==> src/rtl/pe_grid_scheduler_if.sv <==
// pe_grid_scheduler_if
// Bundles the scheduler's data-path buses:
//   - weight buffer read port  : w_rd_en, w_rd_addr -> w_rd_data (data one cycle after strobe)
//   - image buffer read port   : i_rd_en, i_rd_addr -> i_rd_data (data one cycle after strobe)
//   - grid weight multicast    : weight_val_in, tag_row, valid_y
//   - grid image multicast     : image_val_in, tag_col, valid_x
//   - grid psum outputs        : grid_psum (column c at bits [32c+31:32c], 14 columns)
//   - output buffer write port : ofm_wr_en, ofm_wr_addr, ofm_wr_data
// Modport master is the scheduler side, slave is the buffers/grid side.
interface pe_grid_scheduler_if #(
  parameter int ADDR_W = 8
);
  logic              w_rd_en;
  logic [ADDR_W-1:0] w_rd_addr;
  logic [15:0]       w_rd_data;
  logic              i_rd_en;
  logic [ADDR_W-1:0] i_rd_addr;
  logic [15:0]       i_rd_data;
  logic [15:0]       weight_val_in;
  logic [3:0]        tag_row;
  logic              valid_y;
  logic [15:0]       image_val_in;
  logic [3:0]        tag_col;
  logic              valid_x;
  logic [447:0]      grid_psum;
  logic              ofm_wr_en;
  logic [3:0]        ofm_wr_addr;
  logic [31:0]       ofm_wr_data;

  modport master (
    output w_rd_en, w_rd_addr, input w_rd_data,
    output i_rd_en, i_rd_addr, input i_rd_data,
    output weight_val_in, tag_row, valid_y,
    output image_val_in, tag_col, valid_x,
    input  grid_psum,
    output ofm_wr_en, ofm_wr_addr, ofm_wr_data
  );

  modport slave (
    input  w_rd_en, w_rd_addr, output w_rd_data,
    input  i_rd_en, i_rd_addr, output i_rd_data,
    input  weight_val_in, tag_row, valid_y,
    input  image_val_in, tag_col, valid_x,
    output grid_psum,
    input  ofm_wr_en, ofm_wr_addr, ofm_wr_data
  );
endinterface

==> src/rtl/pe_grid_scheduler.sv <==
// pe_grid_scheduler
// Sequences one pass of a 12x14 PE grid: reads R weights and C image values
// from the input buffers, multicasts them on the tagged grid buses, waits
// DRAIN_CYCLES for the array to settle, then writes the C column psums to the
// output buffer and pulses done.
// Ports:
//   clk, rst        clock, synchronous active-high reset
//   start           one-cycle pass request, honoured only in IDLE
//   cfg_rows/cols   active rows/cols (clamped to 12/14), latched at start
//   bus             buffer read ports, grid buses, psum input, ofm write port
//   busy, done      pass in progress / one-cycle completion pulse
//   perf_cycles     busy-cycle counter
// Optional feature macro: SCHED_PERF_CNT_EN enables perf_cycles counting;
// without it perf_cycles is tied to 0.
module pe_grid_scheduler #(
  parameter int DRAIN_CYCLES = 16,
  parameter int ADDR_W       = 8
) (
  input  logic                 clk,
  input  logic                 rst,
  input  logic                 start,
  input  logic [3:0]           cfg_rows,
  input  logic [3:0]           cfg_cols,
  pe_grid_scheduler_if.master  bus,
  output logic                 busy,
  output logic                 done,
  output logic [31:0]          perf_cycles
);

  typedef enum logic [2:0] {
    S_IDLE  = 3'd0,
    S_LOAD  = 3'd1,
    S_FLUSH = 3'd2,
    S_DRAIN = 3'd3,
    S_WB    = 3'd4,
    S_DONE  = 3'd5
  } state_t;

  state_t            r_state, w_state_next;
  logic [7:0]        r_cnt, w_cnt_next;
  logic [3:0]        r_rows, w_rows_next;
  logic [3:0]        r_cols, w_cols_next;
  logic [3:0]        r_n, w_n_next;

  logic              r_w_rd_en, w_w_rd_en_next;
  logic [ADDR_W-1:0] r_w_rd_addr, w_w_rd_addr_next;
  logic              r_i_rd_en, w_i_rd_en_next;
  logic [ADDR_W-1:0] r_i_rd_addr, w_i_rd_addr_next;
  logic              r_valid_y, w_valid_y_next;
  logic [3:0]        r_tag_row, w_tag_row_next;
  logic              r_valid_x, w_valid_x_next;
  logic [3:0]        r_tag_col, w_tag_col_next;
  logic              r_ofm_wr_en, w_ofm_wr_en_next;
  logic [3:0]        r_ofm_wr_addr, w_ofm_wr_addr_next;
  logic              r_busy, w_busy_next;
  logic              r_done, w_done_next;

  // Psum columns as an array; the two spare slots keep any 4-bit index in range.
  logic [31:0]       w_psum_col [16];

  genvar gi;
  generate
    for (gi = 0; gi < 16; gi++) begin : g_psum_col
      if (gi < 14) begin : g_real
        assign w_psum_col[gi] = bus.grid_psum[32*gi +: 32];
      end else begin : g_pad
        assign w_psum_col[gi] = '0;
      end
    end
  endgenerate

  always_ff @(posedge clk) begin
    if (rst) begin
      r_state       <= S_IDLE;
      r_cnt         <= '0;
      r_rows        <= '0;
      r_cols        <= '0;
      r_n           <= '0;
      r_w_rd_en     <= 1'b0;
      r_w_rd_addr   <= '0;
      r_i_rd_en     <= 1'b0;
      r_i_rd_addr   <= '0;
      r_valid_y     <= 1'b0;
      r_tag_row     <= '0;
      r_valid_x     <= 1'b0;
      r_tag_col     <= '0;
      r_ofm_wr_en   <= 1'b0;
      r_ofm_wr_addr <= '0;
      r_busy        <= 1'b0;
      r_done        <= 1'b0;
    end else begin
      r_state       <= w_state_next;
      r_cnt         <= w_cnt_next;
      r_rows        <= w_rows_next;
      r_cols        <= w_cols_next;
      r_n           <= w_n_next;
      r_w_rd_en     <= w_w_rd_en_next;
      r_w_rd_addr   <= w_w_rd_addr_next;
      r_i_rd_en     <= w_i_rd_en_next;
      r_i_rd_addr   <= w_i_rd_addr_next;
      r_valid_y     <= w_valid_y_next;
      r_tag_row     <= w_tag_row_next;
      r_valid_x     <= w_valid_x_next;
      r_tag_col     <= w_tag_col_next;
      r_ofm_wr_en   <= w_ofm_wr_en_next;
      r_ofm_wr_addr <= w_ofm_wr_addr_next;
      r_busy        <= w_busy_next;
      r_done        <= w_done_next;
    end
  end

  always_comb begin
    w_state_next = r_state;
    w_cnt_next   = r_cnt;
    w_rows_next  = r_rows;
    w_cols_next  = r_cols;
    w_n_next     = r_n;

    case (r_state)
      S_IDLE: begin
        if (start) begin
          w_rows_next  = (cfg_rows > 4'd12) ? 4'd12 : cfg_rows;
          w_cols_next  = (cfg_cols > 4'd14) ? 4'd14 : cfg_cols;
          w_n_next     = (w_rows_next > w_cols_next) ? w_rows_next : w_cols_next;
          w_cnt_next   = '0;
          w_state_next = (w_rows_next == 4'd0 || w_cols_next == 4'd0) ? S_DONE : S_LOAD;
        end
      end
      S_LOAD: begin
        if (r_cnt == {4'd0, r_n - 4'd1}) begin
          w_state_next = S_FLUSH;
          w_cnt_next   = '0;
        end else begin
          w_cnt_next = r_cnt + 8'd1;
        end
      end
      S_FLUSH: begin
        w_state_next = S_DRAIN;
        w_cnt_next   = '0;
      end
      S_DRAIN: begin
        if (r_cnt == 8'(DRAIN_CYCLES - 1)) begin
          w_state_next = S_WB;
          w_cnt_next   = '0;
        end else begin
          w_cnt_next = r_cnt + 8'd1;
        end
      end
      S_WB: begin
        if (r_cnt == {4'd0, r_cols - 4'd1}) begin
          w_state_next = S_DONE;
          w_cnt_next   = '0;
        end else begin
          w_cnt_next = r_cnt + 8'd1;
        end
      end
      S_DONE: begin
        w_state_next = S_IDLE;
        w_cnt_next   = '0;
      end
      default: begin
        w_state_next = S_IDLE;
        w_cnt_next   = '0;
      end
    endcase

    // Outputs are decoded from the upcoming state so that they line up with
    // that state once registered.
    w_busy_next        = (w_state_next != S_IDLE);
    w_done_next        = (w_state_next == S_DONE);
    w_w_rd_en_next     = (w_state_next == S_LOAD) && ({4'd0, w_rows_next} > w_cnt_next);
    w_w_rd_addr_next   = w_w_rd_en_next ? ADDR_W'(w_cnt_next) : '0;
    w_i_rd_en_next     = (w_state_next == S_LOAD) && ({4'd0, w_cols_next} > w_cnt_next);
    w_i_rd_addr_next   = w_i_rd_en_next ? ADDR_W'(w_cnt_next) : '0;
    // A read strobe is only ever high in LOAD, where r_cnt is its index, so the
    // bus tag for next cycle is simply the current index.
    w_valid_y_next     = r_w_rd_en;
    w_tag_row_next     = r_w_rd_en ? r_cnt[3:0] : '0;
    w_valid_x_next     = r_i_rd_en;
    w_tag_col_next     = r_i_rd_en ? r_cnt[3:0] : '0;
    w_ofm_wr_en_next   = (w_state_next == S_WB);
    w_ofm_wr_addr_next = w_ofm_wr_en_next ? w_cnt_next[3:0] : '0;
  end

  // Buffer data arrives the cycle after the strobe, in the same cycle the
  // registered valid is high, so the data lanes are the live read data gated
  // by the registered valid. Psums are likewise taken in the WB cycle itself.
  assign bus.w_rd_en       = r_w_rd_en;
  assign bus.w_rd_addr     = r_w_rd_addr;
  assign bus.i_rd_en       = r_i_rd_en;
  assign bus.i_rd_addr     = r_i_rd_addr;
  assign bus.valid_y       = r_valid_y;
  assign bus.tag_row       = r_tag_row;
  assign bus.weight_val_in = r_valid_y ? bus.w_rd_data : '0;
  assign bus.valid_x       = r_valid_x;
  assign bus.tag_col       = r_tag_col;
  assign bus.image_val_in  = r_valid_x ? bus.i_rd_data : '0;
  assign bus.ofm_wr_en     = r_ofm_wr_en;
  assign bus.ofm_wr_addr   = r_ofm_wr_addr;
  assign bus.ofm_wr_data   = r_ofm_wr_en ? w_psum_col[r_ofm_wr_addr] : '0;
  assign busy              = r_busy;
  assign done              = r_done;

`ifdef SCHED_PERF_CNT_EN
  logic [31:0] r_perf;

  always_ff @(posedge clk) begin
    if (rst) begin
      r_perf <= '0;
    end else if (r_busy && (r_perf != 32'hFFFF_FFFF)) begin
      r_perf <= r_perf + 32'd1;
    end
  end

  assign perf_cycles = r_perf;
`else
  assign perf_cycles = '0;
`endif

endmodule

==> src/flat_wrapper.sv <==
// flat-port wrapper written by rule: the top's interface ports become plain ports
module pe_grid_scheduler_flat 
#(
  parameter int DRAIN_CYCLES = 16,
  parameter int ADDR_W       = 8
)
  (clk, rst, start, cfg_rows, cfg_cols, busy, done, perf_cycles, bus_w_rd_en, bus_w_rd_addr, bus_w_rd_data, bus_i_rd_en, bus_i_rd_addr, bus_i_rd_data, bus_weight_val_in, bus_tag_row, bus_valid_y, bus_image_val_in, bus_tag_col, bus_valid_x, bus_grid_psum, bus_ofm_wr_en, bus_ofm_wr_addr, bus_ofm_wr_data);
  pe_grid_scheduler_if #(.ADDR_W(ADDR_W)) bus_i ();
  input  logic clk;
  input  logic rst;
  input  logic start;
  input  logic [3:0] cfg_rows;
  input  logic [3:0] cfg_cols;
  output logic busy;
  output logic done;
  output logic [31:0] perf_cycles;
  output wire logic [$bits(bus_i.w_rd_en)-1:0] bus_w_rd_en;
  output wire logic [$bits(bus_i.w_rd_addr)-1:0] bus_w_rd_addr;
  input wire logic [$bits(bus_i.w_rd_data)-1:0] bus_w_rd_data;
  output wire logic [$bits(bus_i.i_rd_en)-1:0] bus_i_rd_en;
  output wire logic [$bits(bus_i.i_rd_addr)-1:0] bus_i_rd_addr;
  input wire logic [$bits(bus_i.i_rd_data)-1:0] bus_i_rd_data;
  output wire logic [$bits(bus_i.weight_val_in)-1:0] bus_weight_val_in;
  output wire logic [$bits(bus_i.tag_row)-1:0] bus_tag_row;
  output wire logic [$bits(bus_i.valid_y)-1:0] bus_valid_y;
  output wire logic [$bits(bus_i.image_val_in)-1:0] bus_image_val_in;
  output wire logic [$bits(bus_i.tag_col)-1:0] bus_tag_col;
  output wire logic [$bits(bus_i.valid_x)-1:0] bus_valid_x;
  input wire logic [$bits(bus_i.grid_psum)-1:0] bus_grid_psum;
  output wire logic [$bits(bus_i.ofm_wr_en)-1:0] bus_ofm_wr_en;
  output wire logic [$bits(bus_i.ofm_wr_addr)-1:0] bus_ofm_wr_addr;
  output wire logic [$bits(bus_i.ofm_wr_data)-1:0] bus_ofm_wr_data;
  assign bus_w_rd_en = bus_i.w_rd_en;
  assign bus_w_rd_addr = bus_i.w_rd_addr;
  assign bus_i.w_rd_data = bus_w_rd_data;
  assign bus_i_rd_en = bus_i.i_rd_en;
  assign bus_i_rd_addr = bus_i.i_rd_addr;
  assign bus_i.i_rd_data = bus_i_rd_data;
  assign bus_weight_val_in = bus_i.weight_val_in;
  assign bus_tag_row = bus_i.tag_row;
  assign bus_valid_y = bus_i.valid_y;
  assign bus_image_val_in = bus_i.image_val_in;
  assign bus_tag_col = bus_i.tag_col;
  assign bus_valid_x = bus_i.valid_x;
  assign bus_i.grid_psum = bus_grid_psum;
  assign bus_ofm_wr_en = bus_i.ofm_wr_en;
  assign bus_ofm_wr_addr = bus_i.ofm_wr_addr;
  assign bus_ofm_wr_data = bus_i.ofm_wr_data;
  pe_grid_scheduler #(.DRAIN_CYCLES(DRAIN_CYCLES), .ADDR_W(ADDR_W)) u_core (.clk(clk), .rst(rst), .start(start), .cfg_rows(cfg_rows), .cfg_cols(cfg_cols), .bus(bus_i), .busy(busy), .done(done), .perf_cycles(perf_cycles));
endmodule
==> config.mk <==
export PLATFORM = sky130hd
export DESIGN_NAME = pe_grid_scheduler_flat
export DESIGN_NICKNAME = d
export VERILOG_FILES = /design/src/rtl/pe_grid_scheduler_if.sv /design/src/rtl/pe_grid_scheduler.sv /design/src/flat_wrapper.sv
export SDC_FILE = /design/constraint.sdc
export NUM_CORES = 1
export LEC_CHECK = 0
export ABC_AREA = 1
export CAP_MARGIN = 20
export CELL_PAD_IN_SITES_DETAIL_PLACEMENT = 1
export CELL_PAD_IN_SITES_GLOBAL_PLACEMENT = 2
export CORE_AREA = 2 2 243 245
export DETAILED_ROUTE_END_ITERATION = 12
export DIE_AREA = 0 0 245 247
export PLACE_DENSITY = 0.83
export SYNTH_ARGS = -nofsm -noshare
export SYNTH_HDL_FRONTEND = slang
export SYNTH_SLANG_ARGS = --single-unit
==> constraint.sdc <==
create_clock -name clk -period 3 [get_ports clk]
set_clock_uncertainty 0.15 [all_clocks]
set_input_delay 0.75 -clock clk [delete_from_list [all_inputs] [get_ports clk]]
set_output_delay 0.75 -clock clk [all_outputs]
set_load 0.05 [all_outputs]
==> results of run 1 <==
==> cells in the final DEF (no fill, tap or decap), types with 10 or more instances in the layout <==
| cell | instances |
|---|---|
| sky130_fd_sc_hd__a211oi_1 | 10 |
| sky130_fd_sc_hd__inv_2 | 10 |
| sky130_fd_sc_hd__nand3_1 | 27 |
| sky130_fd_sc_hd__nor2_1 | 236 |
| sky130_fd_sc_hd__a311oi_4 | 13 |
| sky130_fd_sc_hd__clkbuf_16 | 12 |
| sky130_fd_sc_hd__nor3_4 | 13 |
| sky130_fd_sc_hd__o21ai_1 | 51 |
| sky130_fd_sc_hd__o21ai_2 | 22 |
| sky130_fd_sc_hd__a21oi_2 | 16 |
| sky130_fd_sc_hd__nor2_4 | 11 |
| sky130_fd_sc_hd__clkdlybuf4s50_1 | 503 |
| sky130_fd_sc_hd__diode_2 | 11 |
| sky130_fd_sc_hd__nand2_1 | 183 |
| sky130_fd_sc_hd__inv_1 | 89 |
| sky130_fd_sc_hd__dlygate4sd2_1 | 13 |
| sky130_fd_sc_hd__buf_6 | 18 |
| sky130_fd_sc_hd__buf_4 | 93 |
| sky130_fd_sc_hd__buf_16 | 12 |
| sky130_fd_sc_hd__conb_1 | 40 |
| sky130_fd_sc_hd__nor2_2 | 11 |
| sky130_fd_sc_hd__dfxtp_1 | 48 |
| sky130_fd_sc_hd__buf_12 | 82 |
| sky130_fd_sc_hd__o22ai_2 | 21 |
| sky130_fd_sc_hd__a21oi_1 | 44 |
| sky130_fd_sc_hd__ha_1 | 11 |
| sky130_fd_sc_hd__o21ai_0 | 173 |
| sky130_fd_sc_hd__o22ai_1 | 60 |
| sky130_fd_sc_hd__nand2_2 | 20 |
==> sequential cells by signal (all words and copies together) (netlist names), 3 cells and up <==
signal                  cells
u_core.r_rows               4
u_core.bus.w_rd_addr        8
u_core.bus.i_rd_addr        8
u_core.bus.ofm_wr_addr      4
u_core.bus.tag_row          4
u_core.r_state              3
u_core.bus.tag_col          4
u_core.r_n                  4
u_core.r_cnt                8
u_core.r_cols               4
==> worst register-to-register path: stages (launching register included) <==
cell and delay [ns]:
sky130_fd_sc_hd__dfxtp_2 0.33, sky130_fd_sc_hd__inv_2 0.05, sky130_fd_sc_hd__ha_4 0.26, sky130_fd_sc_hd__nand2_1 0.06, sky130_fd_sc_hd__nand2_1 0.08, sky130_fd_sc_hd__nand3_1 0.09
sky130_fd_sc_hd__nor2_2 0.14, sky130_fd_sc_hd__nand2_2 0.10, sky130_fd_sc_hd__buf_6 0.13, sky130_fd_sc_hd__nand3_1 0.08, sky130_fd_sc_hd__nand2_2 0.07, sky130_fd_sc_hd__nor2_4 0.09
sky130_fd_sc_hd__inv_2 0.06, sky130_fd_sc_hd__ha_4 0.15, sky130_fd_sc_hd__inv_2 0.03, sky130_fd_sc_hd__a21oi_1 0.05, sky130_fd_sc_hd__nor2_1 0.14, sky130_fd_sc_hd__nor2_1 0.06
sky130_fd_sc_hd__a21oi_1 0.19, sky130_fd_sc_hd__nand4_1 0.15, sky130_fd_sc_hd__buf_6 0.17, sky130_fd_sc_hd__nor3_1 0.19
==> power by group through the flow <==
stage	combinational [mW]	clock, mW	sequential (mW)
after detailed placement	1.64	0	0.845
after CTS	1.72	1.06	0.829
final	1.78	1.04	0.830
after global routing	1.89	1.10	0.834
after global placement	1.62	0	0.844
after floorplan	0.578	0	0.899
==> path summary, 6_finish.rpt <==
check | slack [ns] | from | endpoint
setup / recovery | -0.18 | bus_grid_psum[327] | bus_ofm_wr_data[7]
hold / removal | 0.33 | u_core.r_n[3] | u_core.r_n[3]
setup reg to reg | 0.10 | u_core.r_n[1] | u_core.bus.w_rd_addr[0]
hold reg to reg | 0.33 | u_core.r_n[3] | u_core.r_n[3]
==> routing by layer <==
layer / global-route usage, % / part of all wire (%)
met1: 21.9 / 38
met2: 37.5 / 52
met3: 3.81 / 6.1
met4: 7.78 / 3.6
met5: 0 / 0.14
==> kinds of logic (layout without fill, tap and decap cells) <==
kind of cell	Yosys count	count (layout)
buffers and inverters	234	856
adder cells (fa/ha/maj)	15	15
flip-flops	58	58
AO/OA/AOI/OAI	458	458
other	1	51
XOR/XNOR	4	4
AND/OR/NAND/NOR	525	525
==> cell type report <==
type / count / area, µm² / share of cell area (%)
antenna: 11 / 27.5 / 0.157
sequential: 58 / 1180 / 6.72
multi-input combinational: 1042 / 6290 / 35.8
clock inverter: 3 / 40.0 / 0.228
timing repair buffer: 739 / 8360 / 47.7
tap: 773 / 967 / 5.51
clock buffer: 12 / 256 / 1.46
inverter: 101 / 418 / 2.38
timing repair inverter: 1 / 8.76 / 0.0499
==> repair_timing <==
action | 4_1_cts | 5_1_grt
endpoints found under the setup margin | 42 | 42
buffers inserted | 26 | 11
resized for setup | 149 | 164
pin swaps | 63 | 80
gates cloned | 11 | 3
endpoints found under the hold margin | 0 | 0
==> impl_metrics.xml, run 1 <==
<?xml version="1.0" encoding="UTF-8"?>
<metrics>
  <group name="timing">
    <metric name="tightest_slew" unit="ns">0.591</metric>
    <metric name="layout_min_cycle_time" unit="ns">3.18</metric>
    <metric name="grt_setup_unrepaired" unit="">true</metric>
    <metric name="timing.setup.tns" unit="ns">-2.74</metric>
    <metric name="fmax" unit="GHz">0.315</metric>
    <metric name="post-route-period-util" unit="%">106</metric>
    <metric name="slew_violations" unit="">0</metric>
    <metric name="slew_headroom" unit="%">60.6</metric>
    <metric name="report.final.hold_viol_count" unit="">0</metric>
    <metric name="setup_viol" unit="">32</metric>
    <metric name="holdWs" unit="ns">0.334</metric>
    <metric name="post-route-worst-setup-slack" unit="ns">-0.179</metric>
  </group>
  <group name="setup_path">
    <metric name="critical_path.slowest_cell" unit="">sky130_fd_sc_hd__clkdlybuf4s50_1</metric>
    <metric name="crit_path_largest_cell_delay" unit="ns">0.45</metric>
    <metric name="worst-setup-path-type" unit="">in -&gt; out</metric>
    <metric name="cp_top_family" unit="">buffers and inverters</metric>
    <metric name="timing.critical_path.depth" unit="">7</metric>
    <metric name="crit_path_buf_inv_count" unit="">3</metric>
    <metric name="arrival" unit="ns">2.28</metric>
    <metric name="worstPathCellList" unit="">clkdlybuf4s50_1 -&gt; o21ai_0 -&gt; o22ai_2 -&gt; a21oi_2 -&gt; buf_4 -&gt; a311oi_4 -&gt; buf_12</metric>
    <metric name="required" unit="ns">2.10</metric>
    <metric name="critPathMaxFanout" unit="">1</metric>
    <metric name="worst_setup_path_end_kind" unit="">output port</metric>
    <metric name="worstRegToRegCells" unit="">21</metric>
    <metric name="crit_path_start_kind" unit="">input pin</metric>
  </group>
  <group name="clock_network">
    <metric name="tritoncts_clock_tree" unit="">built</metric>
    <metric name="worst_setup_hold_path_clk_slew" unit="ns">0.05</metric>
    <metric name="tritoncts.num_buffers" unit="">9</metric>
    <metric name="clk-insertion-delay-late" unit="ns">0.34</metric>
    <metric name="clockBufferDepth" unit="">2</metric>
    <metric name="cts.htree.levels" unit="">3</metric>
    <metric name="root_buffer" unit="">sky130_fd_sc_hd__clkbuf_16</metric>
    <metric name="cts-hold-fix-buffers" unit="">0</metric>
    <metric name="cts_sink_count" unit="">58</metric>
  </group>
  <group name="logic_synthesis">
    <metric name="synth-edff-count" unit="">0</metric>
    <metric name="synth.top_cell.area_share" unit="%">16.7</metric>
    <metric name="synth_most_common_cell" unit="">sky130_fd_sc_hd__nor2_1</metric>
    <metric name="synthAdderAreaFrac" unit="%">2.63</metric>
    <metric name="synth_async_sr_flop_share" unit="%">0</metric>
    <metric name="yosys_most_used_dff" unit="">sky130_fd_sc_hd__dfxtp_1</metric>
    <metric name="synth_xor_area_share" unit="%">0.492</metric>
    <metric name="synth_mux_area_share" unit="%">0</metric>
    <metric name="main_combinational_cell_family_by_area_after_synthesis" unit="">compound AO/OA/AOI/OAI gates</metric>
    <metric name="ys_warn_count" unit="">0</metric>
    <metric name="synth-compound-area-share" unit="%">35.8</metric>
    <metric name="synth_cell_type_count" unit="">37</metric>
    <metric name="synth_simple_gate_area_share" unit="%">30.0</metric>
    <metric name="synthesis.area_per_instance" unit="µm²">5.50</metric>
    <metric name="synth.cell_area" unit="µm²">7130</metric>
    <metric name="synthTopCellsByArea" unit="">sky130_fd_sc_hd__o21ai_0 (17%), sky130_fd_sc_hd__dfxtp_1 (16%), sky130_fd_sc_hd__nor2_1 (13%), sky130_fd_sc_hd__nand2_1 (10%), sky130_fd_sc_hd__o22ai_1 (7.4%)</metric>
    <metric name="synthTopCellsByCount" unit="">sky130_fd_sc_hd__nor2_1 (249), sky130_fd_sc_hd__o21ai_0 (238), sky130_fd_sc_hd__nand2_1 (199), sky130_fd_sc_hd__inv_1 (95), sky130_fd_sc_hd__o22ai_1 (84)</metric>
    <metric name="fraction_of_the_yosys_area_taken_by_sequential_cells" unit="%">16.3</metric>
    <metric name="synth_cells" unit="">1295</metric>
    <metric name="ys_seq_elements" unit="">58</metric>
    <metric name="synth_top_area_cell" unit="">sky130_fd_sc_hd__o21ai_0</metric>
  </group>
  <group name="finish">
    <metric name="postLayoutCoreUtil" unit="%">30.1</metric>
    <metric name="finish.instance_area" unit="µm²">17500</metric>
    <metric name="syn2layout_area_growth" unit="%">146</metric>
    <metric name="final_non_filler_cell_total" unit="">2740</metric>
    <metric name="post_route_cells_drive_above_1_share" unit="%">22.3</metric>
    <metric name="finish.net_count" unit="">2458</metric>
    <metric name="layout.filler_cells" unit="">7004</metric>
  </group>
  <group name="power">
    <metric name="power_density_cells" unit="nW/µm²">208</metric>
    <metric name="power.combinational.fraction" unit="%">48.7</metric>
    <metric name="cellLeakagePower" unit="nW">7.04</metric>
    <metric name="p_int" unit="mW">2.44</metric>
    <metric name="pwr-share-clk" unit="%">28.5</metric>
    <metric name="switchingPower" unit="mW">1.21</metric>
    <metric name="switching_share" unit="%">33.2</metric>
    <metric name="power.ir.vdd_worst" unit="mV">0.273</metric>
    <metric name="report.power.total" unit="mW">3.65</metric>
    <metric name="power.sequential.fraction" unit="%">22.7</metric>
  </group>
  <group name="floorplan">
    <metric name="starting_density_of_the_core" unit="%">12.2</metric>
    <metric name="dieWidth" unit="µm">245</metric>
    <metric name="floorplan.rows" unit="">89</metric>
    <metric name="boundaryPins" unit="">622</metric>
    <metric name="chipHeight" unit="µm">247</metric>
    <metric name="floorplan.core_area" unit="µm²">58200</metric>
    <metric name="die-area" unit="µm²">60500</metric>
  </group>
  <group name="routing">
    <metric name="detail_route.first_pass.iterations" unit="">4</metric>
    <metric name="via_count" unit="">12100</metric>
    <metric name="route.detailed.wl_per_inst" unit="µm">23.4</metric>
    <metric name="routed_wl" unit="µm">64100</metric>
    <metric name="initialDrtViolationCount" unit="">491</metric>
    <metric name="post_drt_via_cell_ratio" unit="">4.41</metric>
    <metric name="drc" unit="">0</metric>
    <metric name="antenna_violating_nets_post_route" unit="">0</metric>
  </group>
  <group name="run_status">
    <metric name="status" unit="">finished with violations</metric>
    <metric name="failed_checks" unit="">negative setup slack</metric>
  </group>
  <group name="hold_path">
    <metric name="path_type_of_the_worst_min_delay_path" unit="">reg -&gt; reg</metric>
    <metric name="hold_path_cells" unit="">2</metric>
  </group>
  <group name="run">
    <metric name="timing.max_cap.violations" unit="">0</metric>
  </group>
  <group name="placed_design">
    <metric name="number_of_buffer_cells_added_on_primary_ports" unit="">589</metric>
    <metric name="dpl_cell_area" unit="µm²">15600</metric>
    <metric name="place_worst_setup_slack" unit="ns">-0.624</metric>
    <metric name="gp_routability_congestion" unit="">0.919</metric>
    <metric name="hpwlAfterDp" unit="µm">50300</metric>
    <metric name="placedCellCount" unit="">2676</metric>
  </group>
  <group name="grt">
    <metric name="grt.overflow.total" unit="">0</metric>
    <metric name="grt_pass1_wl" unit="µm">88700</metric>
    <metric name="first_global_vias" unit="">12900</metric>
    <metric name="grt_antenna_before_repair" unit="">19</metric>
    <metric name="grt_usage" unit="%">19.9</metric>
    <metric name="grt_start_max_net_pins" unit="">53</metric>
  </group>
</metrics>
(Power assumes the default switching activity.)
==> run 2: changes to the inputs <==
- SLEW_MARGIN: default -> 20
==> results of run 2 <==
Same layout as run 1: the final DEF is identical, and so are final timing and power.
